--- config.mk ---
export PLATFORM = sky130hd
export DESIGN_NAME = rr_arb_mux
export DESIGN_NICKNAME = d
export VERILOG_FILES = /design/src/rtl/rr_arb_mux.sv
export SDC_FILE = /design/constraint.sdc
export NUM_CORES = 1
export LEC_CHECK = 0
export BUFFER_PORTS_ARGS = -buffer_cell sky130_fd_sc_hd__buf_2
export CAP_MARGIN = 0
export CELL_PAD_IN_SITES_DETAIL_PLACEMENT = 1
export CELL_PAD_IN_SITES_GLOBAL_PLACEMENT = 1
export CORE_MARGIN = 4
export CORE_UTILIZATION = 29
export DETAILED_ROUTE_END_ITERATION = 7
export GPL_TIMING_DRIVEN = 0
export PLACE_DENSITY = 0.8
export SYNTH_ARGS = -nofsm -noshare
export SYNTH_HDL_FRONTEND = slang
export SYNTH_SLANG_ARGS = --single-unit
export TNS_END_PERCENT = 1
--- constraint.sdc ---
create_clock -name clk -period 2.9 [get_ports clk]
set_clock_uncertainty 0.15 [all_clocks]
set_input_delay 0.58 -clock clk [delete_from_list [all_inputs] [get_ports clk]]
set_output_delay 0.58 -clock clk [all_outputs]
set_load 0.02 [all_outputs]
--- src/rtl/rr_arb_mux.sv ---
// N-channel round-robin arbitrating mux with a single registered output stage.
// Optional RR_MUX_FIXED_PRIO_EN adds prio_mode (1 = fixed priority, channel 0 first).
module rr_arb_mux #(
    parameter int WIDTH = 32,
    parameter int N = 4,
    localparam int SELW = (N > 1) ? $clog2(N) : 1
) (
`ifdef RR_MUX_FIXED_PRIO_EN
    input  logic                 prio_mode,
`endif
    input  logic                 clk,
    input  logic                 reset,
    input  logic [N-1:0]         in_valid,
    input  logic [N*WIDTH-1:0]   in_data,
    output logic [N-1:0]         in_ready,
    output logic                 out_valid,
    output logic [WIDTH-1:0]     out_data,
    output logic [SELW-1:0]      out_sel,
    input  logic                 out_ready
);

    logic                 prio;
    logic                 load;
    logic                 found;
    logic [SELW-1:0]      ptr;
    logic [SELW-1:0]      start;
    logic [SELW-1:0]      grant;
    logic [SELW-1:0]      cand;
    logic [SELW-1:0]      next_ptr;
    logic [WIDTH-1:0]     ch_data [N];
    int                   idx;

`ifdef RR_MUX_FIXED_PRIO_EN
    assign prio = prio_mode;
`else
    assign prio = 1'b0;
`endif

    for (genvar i = 0; i < N; i++) begin : g_unpack
        assign ch_data[i] = in_data[i*WIDTH +: WIDTH];
    end

    assign load  = ~out_valid | out_ready;
    assign start = prio ? '0 : ptr;

    // Scan wraps modulo N, so non-power-of-2 N never visits an unused index.
    always_comb begin
        found = 1'b0;
        grant = '0;
        idx   = 0;
        cand  = '0;
        for (int k = 0; k < N; k++) begin
            idx = int'(start) + k;
            if (idx >= N) begin
                idx = idx - N;
            end
            cand = SELW'(idx);
            if (!found && in_valid[cand]) begin
                found = 1'b1;
                grant = cand;
            end
        end
    end

    assign next_ptr = (int'(grant) == N - 1) ? '0 : grant + SELW'(1);

    always_comb begin
        in_ready = '0;
        if (reset && load && found) begin
            in_ready[grant] = 1'b1;
        end
    end

    always_ff @(posedge clk or negedge reset) begin
        if (!reset) begin
            out_valid <= 1'b0;
            out_data  <= '0;
            out_sel   <= '0;
            ptr       <= '0;
        end else if (load) begin
            if (found) begin
                out_valid <= 1'b1;
                out_data  <= ch_data[grant];
                out_sel   <= grant;
                if (!prio) begin
                    ptr <= next_ptr;
                end
            end else begin
                out_valid <= 1'b0;
            end
        end
    end

endmodule

# Word level (Yosys, flattened, before mapping)
# Index checks and enable logic that the tools add are counted.
[totals] ff_bits=37 latchBits=0 ram_bits=0 romBits=0 input_bits=135 output_inout_bits=39 elab_cells=65 mem_count=0
[classes] add_sub_neg=8 mul=0 div_mod_pow=0 n_lt_le_gt_ge=11 n_eq_ne=1 n_shift=0 mux=28 bitwise_logic=3 n_reduce_logical=10
[ops] cell="$bmux W32 S2" n=1
[ops] cell="$mux W32" n=2
[ops] cell="$mux W2" n=9
[ops] cell="$lt A2 B3 Y1 const B" n=5
[ops] cell="$ge A3 B3 Y1 const B" n=4
[ops] cell="$mux W1" n=10
[ops] cell="$bmux W1 S2" n=4
[ops] cell="$sub A2 B1 Y2 const B" n=4
[ops] cell="$add A2 B2 Y3 const B" n=2
[ops] cell="$logic_and A1 B1 Y1" n=6
[ops] cell="$mux W4" n=1
[ops] cell="$add A2 B1 Y3 const B" n=1
[ops] cell="$ge A2 B3 Y1 const B" n=1
[ops] cell="$logic_not A1 Y1" n=3
[ops] cell="$not A2 Y3" n=1
[ops] cell="$add A2 B1 Y2 const B" n=1
[ops] cell="$demux W1 S2" n=1
[ops] cell="$eq A2 B1 Y1 const B" n=1
[ops] cell="$ge A2 B1 Y1 const B" n=1
[ops] cell="$reduce_and A2 Y1" n=1
[ops] cell="$not A1 Y1" n=1
[ops] cell="$or A1 B1 Y1" n=1

# Longest topological paths before layout
# Gate-level depths: netlist of run 1.
[depth] ltp_word=19 ltp_mapped=7 ltp_nobuf=5

# Worst setup path before layout of run 1
# No wires, ideal clock.
[synth_timing] path_kind="in2out" from="in in_valid[3]" to="out in_ready[2]" arrival_time_ns=1.787 required_time_ns=2.170 path_slack_ns=0.383 stages=6 n_path_buf=2 path_cell_list="or2_1 > o211ai_1 > and3_1 > clkbuf_1 > clkbuf_1 > and3_1"
[synth_via] elab_chain_len=17 elab_cells_between_ends=29 classes_between="2 x order compare; 19 x mux; 8 x reduce/logical"
[synth_lines] item="start, declared" line="13" rtl="input logic [N-1:0] in_valid,"
[synth_lines] item="$bmux W1 S2" line="58" rtl="if (!found && in_valid[cand]) begin"
[synth_lines] item="$mux W1 (implied by the code)" line="58"
[synth_lines] item="$mux W1" line="58"
[synth_lines] item="$logic_not A1 Y1" line="58"
[synth_lines] item="$logic_and A1 B1 Y1" line="58"
[synth_lines] item="$mux W1" line="58"
[synth_lines] item="$logic_not A1 Y1" line="58"
[synth_lines] item="$logic_and A1 B1 Y1" line="58"
[synth_lines] item="$mux W1" line="58"
[synth_lines] item="$logic_not A1 Y1" line="58"
[synth_lines] item="$logic_and A1 B1 Y1" line="58"
[synth_lines] item="$mux W2" line="58"
[synth_lines] item="$lt A2 B3 Y1 (implied by the code) / $ge A2 B1 Y1 (equally long branches)" line="70" rtl="in_ready[grant] = 1'b1;"
[synth_lines] item="$logic_and A1 B1 Y1 (implied by the code)" line="70"
[synth_lines] item="$mux W1 (implied by the code)" line="70"
[synth_lines] item="$demux W1 S2" line="70"
[synth_lines] item="$mux W4 (*)" line="69" rtl="if (reset && load && found) begin"
[synth_lines] item="end, declared" line="15" rtl="output logic [N-1:0] in_ready,"
# Every way passes the cells marked *; elsewhere a longest branch is shown, timed or not. The select of a mux whose other input is x is not followed.

# Final worst setup path of run 1
[layout_timing] from="in in_valid[3]" to="out in_ready[1]"
# The elaborated chain is that of the path after synthesis.

==> impl_metrics.env, run 1 <==
export IMPL_clockBufferDepth=2
export IMPL_endpoint="in_ready[1]"
export IMPL_drc=0
export IMPL_setup_ws_ns=0.04040
export IMPL_syn_to_final_growth_pct=44.29
export IMPL_antenna_found_initial=0
export IMPL_multiInputGateArea_mm2=0.001394
export IMPL_drt_first_pass_iters=4
export IMPL_critPathSlowestCell="buf_1"
export IMPL_cts_sinks=37
export IMPL_cts_tree="yes"
export IMPL_max_stage_delay_ns=0.43
export IMPL_syn_nets=404
export IMPL_final_hold_violation_count=0
export IMPL_dieHeight_um=100.2
export IMPL_leakage_nw=1.715
export IMPL_yosysTopAreaCell="dfrtp_1"
export IMPL_final_max_slew_violation_count=0
export IMPL_ios=174
export IMPL_cp_arrival_ns=2.13
export IMPL_synth_cell_types=34
export IMPL_rr_startpoint="ptr[1]$_DFFE_PN0P_"
export IMPL_die_x_um=100.2
export IMPL_ys_async_sr_fraction=1.000
export IMPL_crit_chain="buf_2, or2_1, nand2_1, o211a_1, buf_1, and3_1, buf_2"
export IMPL_place_ws_ns=-0.2431
export IMPL_hpwl_um=8407
export IMPL_crit_type="input pin to output port"
export IMPL_cts_root_buf="clkbuf_8"
export IMPL_n_fill_cell=1041
export IMPL_wl_met1_um=4329
export IMPL_routed_top_layer="met4"
export IMPL_ys_seq_elements=37
export IMPL_ff2ff_setup_slack_ns=0.56
export IMPL_min_period_over_period=0.9861
export IMPL_drive_gt1_frac=0.4388
export IMPL_track_usage=0.2123
export IMPL_path_clk_slew_ns=0.07
export IMPL_routed_wirelength_um=10770
export IMPL_cp_max_fo=10
export IMPL_seq_area_frac_synth=0.3754
export IMPL_maxCapViolations=0
export IMPL_grt_max_degree=42
export IMPL_avgSynthCellArea_um2=9.168
export IMPL_grt_overflow=0
export IMPL_yosysWarnings=0
export IMPL_final_util=0.4309
export IMPL_min_path_type="input pin to asynchronous set/reset pin"
export IMPL_holdBufCountCts=0
export IMPL_cp_common_cell="buf_2"
export IMPL_place_congestion=0.8174
export IMPL_p_per_area_mw_per_mm2=610.1
export IMPL_crit_start="in_valid[3]"
export IMPL_rows=33
export IMPL_reg2reg_to="out_data[29]$_DFFE_PN0P_"
export IMPL_netlist_area_mm2=0.002466
export IMPL_post_drt_wl_per_cell_um=19.43
export IMPL_grt_pass1_vias=3340
export IMPL_crit_path_end_kind="output port"
export IMPL_design_core_area_mm2=0.008258
export IMPL_total_power_w=0.002171
export IMPL_setup_viol=0
export IMPL_clock_latency_ns=0.28
export IMPL_drt_iter0_drc=86
export IMPL_fmax_mhz=349.7
export IMPL_status="complete, no violations"
export IMPL_synth_top_cell_area_share=0.3754
export IMPL_cts_buffers_inserted=5
export IMPL_nNetsFinal=583
export IMPL_synth_area_top_cells="dfrtp_1 38%, mux2i_1 13%, a221oi_1 11%, o22ai_1 7.1%, o21ai_0 6.9%"
export IMPL_synth_edf_count=0
export IMPL_die_area_mm2=0.01004
export IMPL_fin_crit_ns=2.860
export IMPL_syn_inst=269
export IMPL_ant_nets=0
export IMPL_required_ns=2.17
export IMPL_viasPerCell=5.365
export IMPL_startpoint_type="input pin"
export IMPL_htree_levels=2
export IMPL_synth_ff_type="dfrtp_1"
export IMPL_reg2reg_depth=6
export IMPL_initial_core_util=0.2986
export IMPL_wl_met3_um=617
export IMPL_diodes=0
export IMPL_route_met2_wl_um=5632
export IMPL_regArea_um2=925.9
export IMPL_grt_pass1_wl_um=16780
export IMPL_portBuffers=173
export IMPL_vias=2972
export IMPL_slew_headroom=0.3645
export IMPL_tightest_slew_ns=0.9532
export IMPL_vdd_drop_max_uv=194.2
export IMPL_rsz0062_at_grt="false"
export IMPL_setup_tns_ns=0
power breakdown:
group	total [W]	switching [W]	internal [W]	leakage, nW
Sequential	0.000742	0.0000994	0.000643	0.414
Combinational	0.00107	0.000631	0.000442	1.26
Clock	0.000355	0.000184	0.000171	0.0395
cells in the mapped netlist, drive strengths merged (3+ instances only):
cell type and instances:
o21ai 34, a21oi 3, nor2 34, dfrtp 37
buf 5, a221oi 32, nand2 12, mux2i 32
and3 6, o22ai 33, clkbuf 20
placed cells by master, fill, tap and decap left out, drive strengths merged, types with 2 or more instances in the layout:
cell type / count
inv: 2
and3: 6
nand2b: 2
mux2i: 32
a21oi: 3
a221oi: 32
nand2: 12
buf: 179
nor2: 34
o21ai: 34
clkbuf: 26
nor2b: 2
dfrtp: 37
o22ai: 33
worst min-delay path by stage:
stage	start	endpoint	slack (ns)	cells past startpoint
after detailed placement	out_sel[0]$_DFFE_PN0P_	out_sel[0]$_DFFE_PN0P_	0.35	2
after floorplan	reset	out_data[0]$_DFFE_PN0P_	0.13	0
after global routing	reset	out_data[14]$_DFFE_PN0P_	0.35	1
after CTS	reset	out_data[6]$_DFFE_PN0P_	0.31	1
final	reset	out_data[14]$_DFFE_PN0P_	0.29	1
after global placement	out_sel[0]$_DFFE_PN0P_	out_sel[0]$_DFFE_PN0P_	0.31	2
metal layers:
layer,global-route usage,up-vias
li1,-,1401
met5,0,-
met2,0.3843,101
met4,0.06114,0
met3,0.04934,19
met1,0.2486,1451
cell type report:
cell class | count | area share
multi-input combinational | 205 | 0.3917
clock buffer | 8 | 0.02250
timing repair buffer | 173 | 0.2433
buffer | 24 | 0.04325
inverter | 2 | 0.002110
tap | 105 | 0.03692
sequential | 37 | 0.2602
flip-flops by register name, summed over array words and instances, names as in the netlist:
| name | count |
|---|---|
| out_sel | 2 |
| out_data | 32 |
| out_valid | 1 |
| ptr | 2 |
stage by stage:
stage / hold WS, ns / cells / area (µm²)
detailed placement: 0.3452 / 547 / 3463
CTS: 0.3148 / 555 / 3553
floorplan: 0.1344 / 269 / 2466
finish: 0.2887 / 554 / 3558
global route: 0.3475 / 554 / 3558
global placement: 0.3102 / 547 / 3463
logic make-up (layout without fill, tap and decap cells):
group | after synthesis | count (layout) | share of synthesized area
mux | 32 | 32 | 0.1299
buf+inv | 27 | 207 | 0.06291
simple gates | 62 | 62 | 0.1136
flops | 37 | 37 | 0.3754
compound gates | 111 | 111 | 0.3181
worst max-delay path, delay by kind of cell:
family,cells,cell delay (ns)
AND/OR/NAND/NOR,3,0.58
AO/OA/AOI/OAI,1,0.23
buffers and inverters,3,0.73
timing repair:
action / in CTS / in global routing
gates resized for setup: 5 / 6
setup buffers: 0 / 0
gates cloned: 0 / 0
setup endpoints to repair: 4 / 4
(Power assumes the default switching activity.)
==> inputs of run 2 (changes only) <==
--- a/config.mk
+++ b/config.mk
@@ -11,9 +11,10 @@
 export CELL_PAD_IN_SITES_GLOBAL_PLACEMENT = 1
 export CORE_MARGIN = 4
 export CORE_UTILIZATION = 29
+export CTS_CLUSTER_DIAMETER = 30
 export DETAILED_ROUTE_END_ITERATION = 7
 export GPL_TIMING_DRIVEN = 0
-export PLACE_DENSITY = 0.8
+export PLACE_DENSITY = 0.83
 export SYNTH_ARGS = -nofsm -noshare
 export SYNTH_HDL_FRONTEND = slang
 export SYNTH_SLANG_ARGS = --single-unit
==> impl_metrics.env, run 2 (same netlist as run 1, synthesis figures left out) <==
export IMPL_path_clk_slew_ns=0.07
export IMPL_cts_buffers_inserted=5
export IMPL_layout_commonest_cell="buf_2"
export IMPL_leakage_nw=1.723
export IMPL_fin_crit_ns=2.830
export IMPL_reg2reg_to="out_data[29]$_DFFE_PN0P_"
export IMPL_crit_path_end_kind="output port"
export IMPL_grt_max_degree=42
export IMPL_final_util=0.4315
export IMPL_cts_tree="yes"
export IMPL_nNetsFinal=583
export IMPL_final_cell_mix="175 x buf_2, 37 x dfrtp_1, 34 x nor2_1, 34 x o21ai_0"
export IMPL_antenna_found_initial=0
export IMPL_whs_ns=0.2835
export IMPL_post_drt_wl_per_cell_um=19.19
export IMPL_setup_viol=0
export IMPL_cts_sinks=37
export IMPL_ant_nets=0
export IMPL_syn_to_final_growth_pct=44.50
export IMPL_grt_overflow=0
export IMPL_place_congestion=0.7577
export IMPL_min_path_type="input pin to asynchronous set/reset pin"
export IMPL_clock_latency_ns=0.28
export IMPL_die_area_mm2=0.01004
export IMPL_maxCapViolations=0
export IMPL_track_usage=0.2078
export IMPL_cp_max_fo=10
export IMPL_rsz0062_at_grt="false"
export IMPL_clockBufferDepth=2
export IMPL_total_power_w=0.002183
export IMPL_cts_root_buf="clkbuf_8"
export IMPL_final_hold_violation_count=0
export IMPL_largest_reg_flops=32
export IMPL_cp_arrival_ns=2.10
export IMPL_design_core_area_mm2=0.008258
export IMPL_reg_largest_list="out_data x32, out_sel x2, ptr x2"
export IMPL_rows=33
export IMPL_tightest_slew_ns=0.9345
export IMPL_reg2reg_depth=6
export IMPL_vdd_drop_max_uv=213.9
export IMPL_ios=174
export IMPL_hpwl_um=8199
export IMPL_routed_wirelength_um=10610
export IMPL_grt_pass1_vias=3239
export IMPL_final_max_slew_violation_count=0
export IMPL_rr_startpoint="ptr[1]$_DFFE_PN0P_"
export IMPL_drt_first_pass_iters=4
export IMPL_holdBufCountCts=0
export IMPL_grt_pass1_wl_um=16630
export IMPL_drive_gt1_frac=0.4442
export IMPL_min_period_over_period=0.9758
export IMPL_ff2ff_setup_slack_ns=0.59
export IMPL_fmax_mhz=353.4
export IMPL_diodes=0
export IMPL_drt_iter0_drc=89
export IMPL_p_per_area_mw_per_mm2=612.6
export IMPL_dieHeight_um=100.2
export IMPL_drc=0
export IMPL_htree_levels=2
export IMPL_crit_type="input pin to output port"
export IMPL_portBuffers=173
export IMPL_viasPerCell=5.403
export IMPL_status="complete, no violations"
export IMPL_slew_headroom=0.3770
export IMPL_startpoint_type="input pin"
export IMPL_required_ns=2.17
export IMPL_die_x_um=100.2
export IMPL_registers_top_by_ff_count="out_data"
export IMPL_vias=2988
export IMPL_initial_core_util=0.2986
-- run 2: changes by cell type in the layout (fill, tap and decap cells not counted) --
cell      previous run  this run
clkbuf_1            17        15
clkbuf_2             2         3
clkbuf_8             5         6
clkbuf_4             2         0
buf_4                1         2
buf_1                1         0
buf_2              174       175
-- run 2: layer usage --
layer / up-vias / share of wire / global-route usage
li1: 1395 / - / -
met1: 1465 / 0.40 / 0.2444
met2: 118 / 0.52 / 0.3863
met3: 10 / 0.066 / 0.04448
met4: 0 / 0.0096 / 0.04249
met5: - / 0 / 0
-- run 2: timing repair --
action	in CTS	in global routing
gates resized for setup	4	9
pin swaps	0	0
gates cloned	0	0
buffers inserted	0	0
setup endpoints to repair	4	4
-- run 2: final cells by class --
cell class	count	area, µm²
clock buffers	7	86.33
inverters	2	7.507
plain buffers	24	152.6
repair buffers	173	865.8
well taps	105	131.4
fillers	1043	4695
multi-input cells	205	1394
flip-flops and latches	37	925.9
-- run 2: worst max-delay path: stages --
cell and delay (ns):
buf_2 0.13, nor2b_2 0.18, o21bai_1 0.21, and3_1 0.29, buf_2 0.31, and3_1 0.22, buf_2 0.17
-- run 2: worst max-delay path by stage --
stage	from	endpoint	slack, ns	cells past startpoint
6_report	in_valid[0]	in_ready[3]	0.07	7
3_3_place_gp	in_valid[3]	in_ready[2]	-0.24	8
5_1_grt	ptr[0]$_DFFE_PN0P_	in_ready[3]	0.006	6
3_5_place_dp	in_valid[3]	in_ready[2]	-0.27	8
4_1_cts	in_valid[3]	in_ready[2]	0.002	8
2_1_floorplan	in_valid[3]	in_ready[2]	0.38	6
-- run 2: per-stage QoR --
step                cell area, µm²  std cells  setup TNS (ns)  worst slack, ns
finish                        3563        553               0          0.07010
global route                  3563        553               0         0.006039
CTS                           3558        554               0         0.002458
detailed placement            3463        547         -0.7708          -0.2722
global placement              3463        547         -0.6041          -0.2403
floorplan                     2466        269               0           0.3835
-- run 2: power breakdown --
| part | switching (W) | internal, W | total (W) | leakage [nW] |
|---|---|---|---|---|
| sequential | 0.0000958 | 0.000643 | 0.000739 | 0.414 |
| clock | 0.000184 | 0.000189 | 0.000373 | 0.0443 |
| combinational | 0.000629 | 0.000442 | 0.00107 | 1.26 |
| total | 0.000909 | 0.00127 | 0.00218 | 1.72 |
